--- src/rtl/ns_gnrl_pkt_arb_mux_pkg.sv ---
// Shared types and small index helpers for the packet arbitrating mux.
package ns_gnrl_arb_pkg;

  typedef enum logic {
    ARB_IDLE = 1'b0,
    ARB_LOCK = 1'b1
  } arb_state_e;

  // One bit of a one-hot encoding: true when bit position pos is the one selected by idx.
  function automatic logic onehot_bit(input int unsigned idx, input int unsigned pos);
    return (idx == pos);
  endfunction

  // Folds a position in a double-width search vector back onto a requester index.
  function automatic int unsigned wrap_idx(input int unsigned pos, input int unsigned n);
    return (pos >= n) ? (pos - n) : pos;
  endfunction

endpackage

--- src/rtl/ns_gnrl_pkt_arb_mux_if.sv ---
// Requester-side and downstream-side bundle of the packet arbitrating mux.
interface ns_gnrl_pkt_arb_mux_if #(
  parameter int ARBT_NUM = 8,
  parameter int DW       = 32
);
  localparam int IDXW = $clog2(ARBT_NUM);

  logic [ARBT_NUM-1:0]    port_en;
  logic [ARBT_NUM-1:0]    s_valid;
  logic [ARBT_NUM*DW-1:0] s_data;
  logic [ARBT_NUM-1:0]    s_last;
  logic [ARBT_NUM-1:0]    s_ready;
  logic                   m_valid;
  logic [DW-1:0]          m_data;
  logic                   m_last;
  logic [IDXW-1:0]        m_src;
  logic                   m_ready;
  logic [ARBT_NUM-1:0]    gnt_vec;
  logic                   busy;

  modport slave (
    input  port_en, s_valid, s_data, s_last, m_ready,
    output s_ready, m_valid, m_data, m_last, m_src, gnt_vec, busy
  );

  modport master (
    output port_en, s_valid, s_data, s_last, m_ready,
    input  s_ready, m_valid, m_data, m_last, m_src, gnt_vec, busy
  );

endinterface

--- src/rtl/ns_gnrl_pkt_arb_mux_rr_pick.sv ---
// Combinational rotating-priority picker: first candidate after rr_ptr, wrapping around.
module ns_gnrl_rr_pick
  import ns_gnrl_arb_pkg::*;
#(
  parameter  int ARBT_NUM = 8,
  localparam int IDXW     = $clog2(ARBT_NUM)
) (
  input  logic [ARBT_NUM-1:0] cand,
  input  logic [IDXW-1:0]     rr_ptr,
  output logic                found,
  output logic [IDXW-1:0]     win_idx,
  output logic [ARBT_NUM-1:0] win_onehot
);

  logic [2*ARBT_NUM-1:0] dbl;

  // Lower half keeps only candidates above rr_ptr; upper half is the full wrap-around copy.
  always_comb begin
    dbl = '0;
    for (int j = 0; j < ARBT_NUM; j++) begin
      dbl[j]            = cand[j] & (j > int'(rr_ptr));
      dbl[j + ARBT_NUM] = cand[j];
    end
  end

  always_comb begin
    found      = 1'b0;
    win_idx    = '0;
    win_onehot = '0;
    for (int j = 2*ARBT_NUM-1; j >= 0; j--) begin
      if (dbl[j]) begin
        found   = 1'b1;
        win_idx = IDXW'(wrap_idx(j, ARBT_NUM));
      end
    end
    for (int i = 0; i < ARBT_NUM; i++) begin
      win_onehot[i] = found & onehot_bit(32'(win_idx), i);
    end
  end

endmodule

--- src/rtl/ns_gnrl_pkt_arb_mux.sv ---
// N:1 packet-level round-robin arbitrating mux with a registered output slice.
module ns_gnrl_pkt_arb_mux
  import ns_gnrl_arb_pkg::*;
#(
  parameter  int ARBT_NUM = 8,
  parameter  int DW       = 32,
  localparam int IDXW     = $clog2(ARBT_NUM)
) (
  input  logic                   clk,
  input  logic                   rst_n,
  ns_gnrl_pkt_arb_mux_if.slave   bus
);

  arb_state_e          state, state_nxt;
  logic [IDXW-1:0]     rr_ptr, rr_ptr_nxt;
  logic [IDXW-1:0]     gnt_idx, gnt_idx_nxt;
  logic [ARBT_NUM-1:0] gnt_vec_q, gnt_vec_nxt;
  logic [ARBT_NUM-1:0] cand, win_onehot, s_ready_c;
  logic                found;
  logic [IDXW-1:0]     win_idx;
  logic                slot_free, sel_valid, sel_last, accept;
  logic [DW-1:0]       sel_data;
  logic                m_valid_q, m_last_q;
  logic [DW-1:0]       m_data_q;
  logic [IDXW-1:0]     m_src_q;

  assign cand = bus.s_valid & bus.port_en;

  ns_gnrl_rr_pick #(.ARBT_NUM(ARBT_NUM)) u_pick (
    .cand       (cand),
    .rr_ptr     (rr_ptr),
    .found      (found),
    .win_idx    (win_idx),
    .win_onehot (win_onehot)
  );

  assign slot_free = !m_valid_q | bus.m_ready;
  assign sel_valid = bus.s_valid[gnt_idx];
  assign sel_last  = bus.s_last[gnt_idx];
  assign sel_data  = bus.s_data[gnt_idx*DW +: DW];

  always_ff @(posedge clk or negedge rst_n) begin
    if (!rst_n) begin
      state     <= ARB_IDLE;
      rr_ptr    <= IDXW'(ARBT_NUM-1);
      gnt_idx   <= '0;
      gnt_vec_q <= '0;
    end else begin
      state     <= state_nxt;
      rr_ptr    <= rr_ptr_nxt;
      gnt_idx   <= gnt_idx_nxt;
      gnt_vec_q <= gnt_vec_nxt;
    end
  end

  // The grant is held until the granted requester's last beat is accepted.
  always_comb begin
    state_nxt   = state;
    rr_ptr_nxt  = rr_ptr;
    gnt_idx_nxt = gnt_idx;
    gnt_vec_nxt = gnt_vec_q;
    accept      = 1'b0;
    s_ready_c   = '0;
    case (state)
      ARB_IDLE: begin
        if (found) begin
          state_nxt   = ARB_LOCK;
          rr_ptr_nxt  = win_idx;
          gnt_idx_nxt = win_idx;
          gnt_vec_nxt = win_onehot;
        end
      end
      ARB_LOCK: begin
        for (int i = 0; i < ARBT_NUM; i++) begin
          s_ready_c[i] = slot_free & onehot_bit(32'(gnt_idx), i);
        end
        accept = sel_valid & slot_free;
        if (accept && sel_last) begin
          state_nxt   = ARB_IDLE;
          gnt_vec_nxt = '0;
        end
      end
      default: state_nxt = ARB_IDLE;
    endcase
  end

  // Output slice: loads on accept, drains when downstream takes the beat, holds otherwise.
  always_ff @(posedge clk or negedge rst_n) begin
    if (!rst_n) begin
      m_valid_q <= 1'b0;
      m_data_q  <= '0;
      m_last_q  <= 1'b0;
      m_src_q   <= '0;
    end else if (accept) begin
      m_valid_q <= 1'b1;
      m_data_q  <= sel_data;
      m_last_q  <= sel_last;
      m_src_q   <= gnt_idx;
    end else if (bus.m_ready) begin
      m_valid_q <= 1'b0;
    end
  end

  assign bus.s_ready = s_ready_c;
  assign bus.m_valid = m_valid_q;
  assign bus.m_data  = m_data_q;
  assign bus.m_last  = m_last_q;
  assign bus.m_src   = m_src_q;
  assign bus.gnt_vec = gnt_vec_q;
  assign bus.busy    = (state == ARB_LOCK) | m_valid_q;

endmodule

--- src/flat_wrapper.sv ---
// flat-port wrapper written by rule: the top's interface ports become plain ports
module ns_gnrl_pkt_arb_mux_flat import ns_gnrl_arb_pkg::*;
#(
  parameter  int ARBT_NUM = 8,
  parameter  int DW       = 32,
  localparam int IDXW     = $clog2(ARBT_NUM)
)
  (clk, rst_n, bus_port_en, bus_s_valid, bus_s_data, bus_s_last, bus_m_ready, bus_s_ready, bus_m_valid, bus_m_data, bus_m_last, bus_m_src, bus_gnt_vec, bus_busy);
  ns_gnrl_pkt_arb_mux_if #(.ARBT_NUM(ARBT_NUM), .DW(DW)) bus_i ();
  input  logic clk;
  input  logic rst_n;
  input wire logic [$bits(bus_i.port_en)-1:0] bus_port_en;
  input wire logic [$bits(bus_i.s_valid)-1:0] bus_s_valid;
  input wire logic [$bits(bus_i.s_data)-1:0] bus_s_data;
  input wire logic [$bits(bus_i.s_last)-1:0] bus_s_last;
  input wire logic [$bits(bus_i.m_ready)-1:0] bus_m_ready;
  output wire logic [$bits(bus_i.s_ready)-1:0] bus_s_ready;
  output wire logic [$bits(bus_i.m_valid)-1:0] bus_m_valid;
  output wire logic [$bits(bus_i.m_data)-1:0] bus_m_data;
  output wire logic [$bits(bus_i.m_last)-1:0] bus_m_last;
  output wire logic [$bits(bus_i.m_src)-1:0] bus_m_src;
  output wire logic [$bits(bus_i.gnt_vec)-1:0] bus_gnt_vec;
  output wire logic [$bits(bus_i.busy)-1:0] bus_busy;
  assign bus_i.port_en = bus_port_en;
  assign bus_i.s_valid = bus_s_valid;
  assign bus_i.s_data = bus_s_data;
  assign bus_i.s_last = bus_s_last;
  assign bus_i.m_ready = bus_m_ready;
  assign bus_s_ready = bus_i.s_ready;
  assign bus_m_valid = bus_i.m_valid;
  assign bus_m_data = bus_i.m_data;
  assign bus_m_last = bus_i.m_last;
  assign bus_m_src = bus_i.m_src;
  assign bus_gnt_vec = bus_i.gnt_vec;
  assign bus_busy = bus_i.busy;
  ns_gnrl_pkt_arb_mux #(.ARBT_NUM(ARBT_NUM), .DW(DW)) u_core (.clk(clk), .rst_n(rst_n), .bus(bus_i));
endmodule
--- config.mk ---
export PLATFORM = sky130hd
export DESIGN_NAME = ns_gnrl_pkt_arb_mux_flat
export DESIGN_NICKNAME = d
export VERILOG_FILES = /design/src/rtl/ns_gnrl_pkt_arb_mux_pkg.sv /design/src/rtl/ns_gnrl_pkt_arb_mux_if.sv /design/src/rtl/ns_gnrl_pkt_arb_mux_rr_pick.sv /design/src/rtl/ns_gnrl_pkt_arb_mux.sv /design/src/flat_wrapper.sv
export SDC_FILE = /design/constraint.sdc
export NUM_CORES = 1
export LEC_CHECK = 0
export CAP_MARGIN = 20
export CORE_AREA = 2 2 131 133
export DETAILED_ROUTE_END_ITERATION = 10
export DIE_AREA = 0 0 133 135
export DONT_BUFFER_PORTS = 1
export RECOVER_POWER = 50
export SYNTH_ARGS = -nofsm -noshare
export SYNTH_HDL_FRONTEND = slang
export SYNTH_SLANG_ARGS = --single-unit
--- constraint.sdc ---
create_clock -name clk -period 2.55 [get_ports clk]
set_input_delay 0.51 -clock clk [delete_from_list [all_inputs] [get_ports clk]]
set_output_delay 0.51 -clock clk [all_outputs]
set_load 0.005 [all_outputs]
==> flow_summary.toml <==
[logic_synthesis]
synth_top_area_share_pct = 35.9
yosys.area.top_type = "mux4_2"
synth_ff_type = "dfrtp_1"
netlist_area_um2 = 4270
synth_edf_count = 0
synth.avg_cell_area_um2 = 12.3
synth_seq_cells = 52
syn-num-nets = 631
ys_types = 49
synthTopCellsByArea = "mux4_2 (36%), dfrtp_1 (29%), mux2i_1 (7.5%), a21oi_1 (4.1%), nor2_1 (4.0%)"
synthArstFlopShare_pct = 100
yosysSeqAreaShare_pct = 30.6
ys_warn_count = 0
synth_cells = 348

[setup_path]
crit_arrival_ns = 1.60
critPathRequiredTime_ns = 2.04
worstPathMaxFanout = 23
reg2reg_from = "u_core.rr_ptr[2]"
cp-start-kind = "flop"
crit_type = "reg2out"
end_kind = "output pin"
crit_start = "u_core.gnt_idx[2]"

[die]
die_h_um = 135
start_util_pct = 26.0
rows = 47
dieArea_um2 = 18000
die_w_um = 133
ios = 337
core-area_um2 = 16400

[sta]
drv_slew = 0
fin_crit_sh_pct = 82.9
relSlewSlack_pct = 6.00
fmaxAchievable_mhz = 473
finalSetupTns_ns = 0
setup_viol = 0
fin_crit_ns = 2.11
finalClockSkew_ns = 0.00879
finalHoldViolations = 0
rsz0062_at_grt = "no"
tightest_slew_ns = 1.41

[cells_and_area]
mostFrequentLayoutCell = "mux4_2"
area_delta_synth_final_pct = 9.55
nets = 616
final_cell_mix = "mux4_2 (68), dfrtp_1 (46), nor2_1 (45), a21oi_1 (35), mux2i_1 (32)"
layout-drive-gt1-share_pct = 31.7
post-route-util_pct = 28.5
instances_no_fill = 559

[global_routing]
grt_pass1_wl_um = 21700
grt_max_degree = 72
track_usage_pct = 16.3
grt_pass1_vias = 3302
gr-total-overflow = 0
antenna_found_initial = 7

[power]
ir_drop_mv = 0.622
power.leakage_nw = 1.72
power_mw = 6.15
p_per_area_nw_per_um2 = 1320

[cts]
cts_tree = "done"
cts_buffers = 5
clockBufferDepth = 2
htreeDepth = 2
clock_sinks = 52
clkLatencyLatePin_ns = 0.29
cts_root_buffer = "clkbuf_16"
postCtsSetupRepairBufs = 0
clk_pin_slew_ns = 0.07

[placed_design]
io_buffers = 0
place_hpwl_um = 12600
placedCellCount = 545
gp_congestion = 0.896

[route]
viasPerCell = 5.73
route.detailed.drc = 0
dr_total_vias = 3204
drt_iter0_markers = 182
routed_wl_um = 15600
wl_per_cell_um = 27.9
postRouteAntennaNets = 0
firstDrtPassIters = 4

[outcome]
status = "completed"

[flow_run]
max-cap-violations = 0

[hold_path]
hp-class = "in2async"
-- what timing repair did --
action                    in CTS  in global routing
resized for setup              0                  0
hold buffers                   1                  0
hold endpoints to repair      49                  0
-- flip-flops by register name, summed over array words and instances, names as in the netlist --
name and flops:
u_core.rr_ptr 3, u_core.state 1, u_core.bus.m_valid 1, u_core.bus.m_last 1, u_core.bus.m_src 3, u_core.bus.m_data 32, u_core.bus.gnt_vec 8, u_core.gnt_idx 3
-- synth_stat cells, types with 2 or more instances --
master / n
buf_2: 13
and2_1: 3
clkbuf_1: 14
nand2b_1: 4
a21oi_1: 35
o22ai_1: 2
nand3_1: 4
a22oi_1: 4
o32ai_1: 2
mux2i_1: 32
o21ai_1: 3
inv_1: 3
nor3_1: 2
a32o_1: 5
nand4_1: 3
nor2_1: 45
nand2_1: 16
a22o_1: 2
mux2_1: 2
mux2_2: 6
dfrtp_1: 49
o21ai_0: 2
dfstp_2: 3
o31ai_1: 2
mux4_2: 68
-- cells by family after synthesis --
group,Yosys count,synth area share (%)
AO/OA/AOI/OAI,68,11.0
buffers and inverters,34,3.63
flip-flops,52,30.6
multiplexers,108,45.5
AND/OR/NAND/NOR,86,9.32
-- area by class of cell --
class	instances	area [µm²]
diodes	5	12.5
inverters	4	15.0
clock buffers	6	139
repair buffers	8	95.1
multi-input cells	262	2820
fillers	1702	11700
clock inverters	2	10.0
flip-flops and latches	52	1310
well taps	220	275
-- through the flow --
stage	hold slack [ns]	area, µm²	worst slack (ns)
5_1_grt	0.0385	4670	0.348
6_report	0.0614	4680	0.437
3_5_place_dp	0.216	4510	0.431
3_3_place_gp	0.216	4510	0.472
4_1_cts	0.0487	4690	0.417
2_1_floorplan	0.214	4270	0.652
-- worst max-delay path, stage by stage, from the launching register on --
cell	delay (ns)
dfrtp_2	0.37
buf_4	0.38
nand3_1	0.31
nor3_1	0.26
-- routing by layer --
layer	global-route usage, %	up-vias	share of wire, %
met2	27.4	180	52
met1	20.5	1639	39
met4	4.84	6	1.2
met3	4.69	14	7.8
li1	-	1365	-
met5	0	-	0.26
-- worst paths after layout --
| kind | endpoint | slack (ns) | cells after the start |
|---|---|---|---|
| setup reg to reg | u_core.gnt_idx[0] | 0.49 | 6 |
| max in group asynchronous | u_core.gnt_idx[0] | 0.99 | 1 |
| min in group clk | u_core.bus.m_valid | 0.51 | 2 |
| hold / removal | u_core.rr_ptr[0] | 0.06 | 0 |
| setup / recovery | bus_s_ready[4] | 0.44 | 3 |
| hold reg to reg | u_core.bus.m_src[1] | 0.53 | 1 |
-- power breakdown --
| part | total, mW | switching, mW | leakage [nW] | internal [mW] |
|---|---|---|---|---|
| clock | 0.701 | 0.313 | 0.0767 | 0.388 |
| sequential | 1.75 | 0.465 | 0.595 | 1.29 |
| combinational | 3.70 | 1.82 | 1.05 | 1.88 |
| total | 6.15 | 2.60 | 1.72 | 3.56 |
No activity file was read; power rests on OpenSTA's default activity.
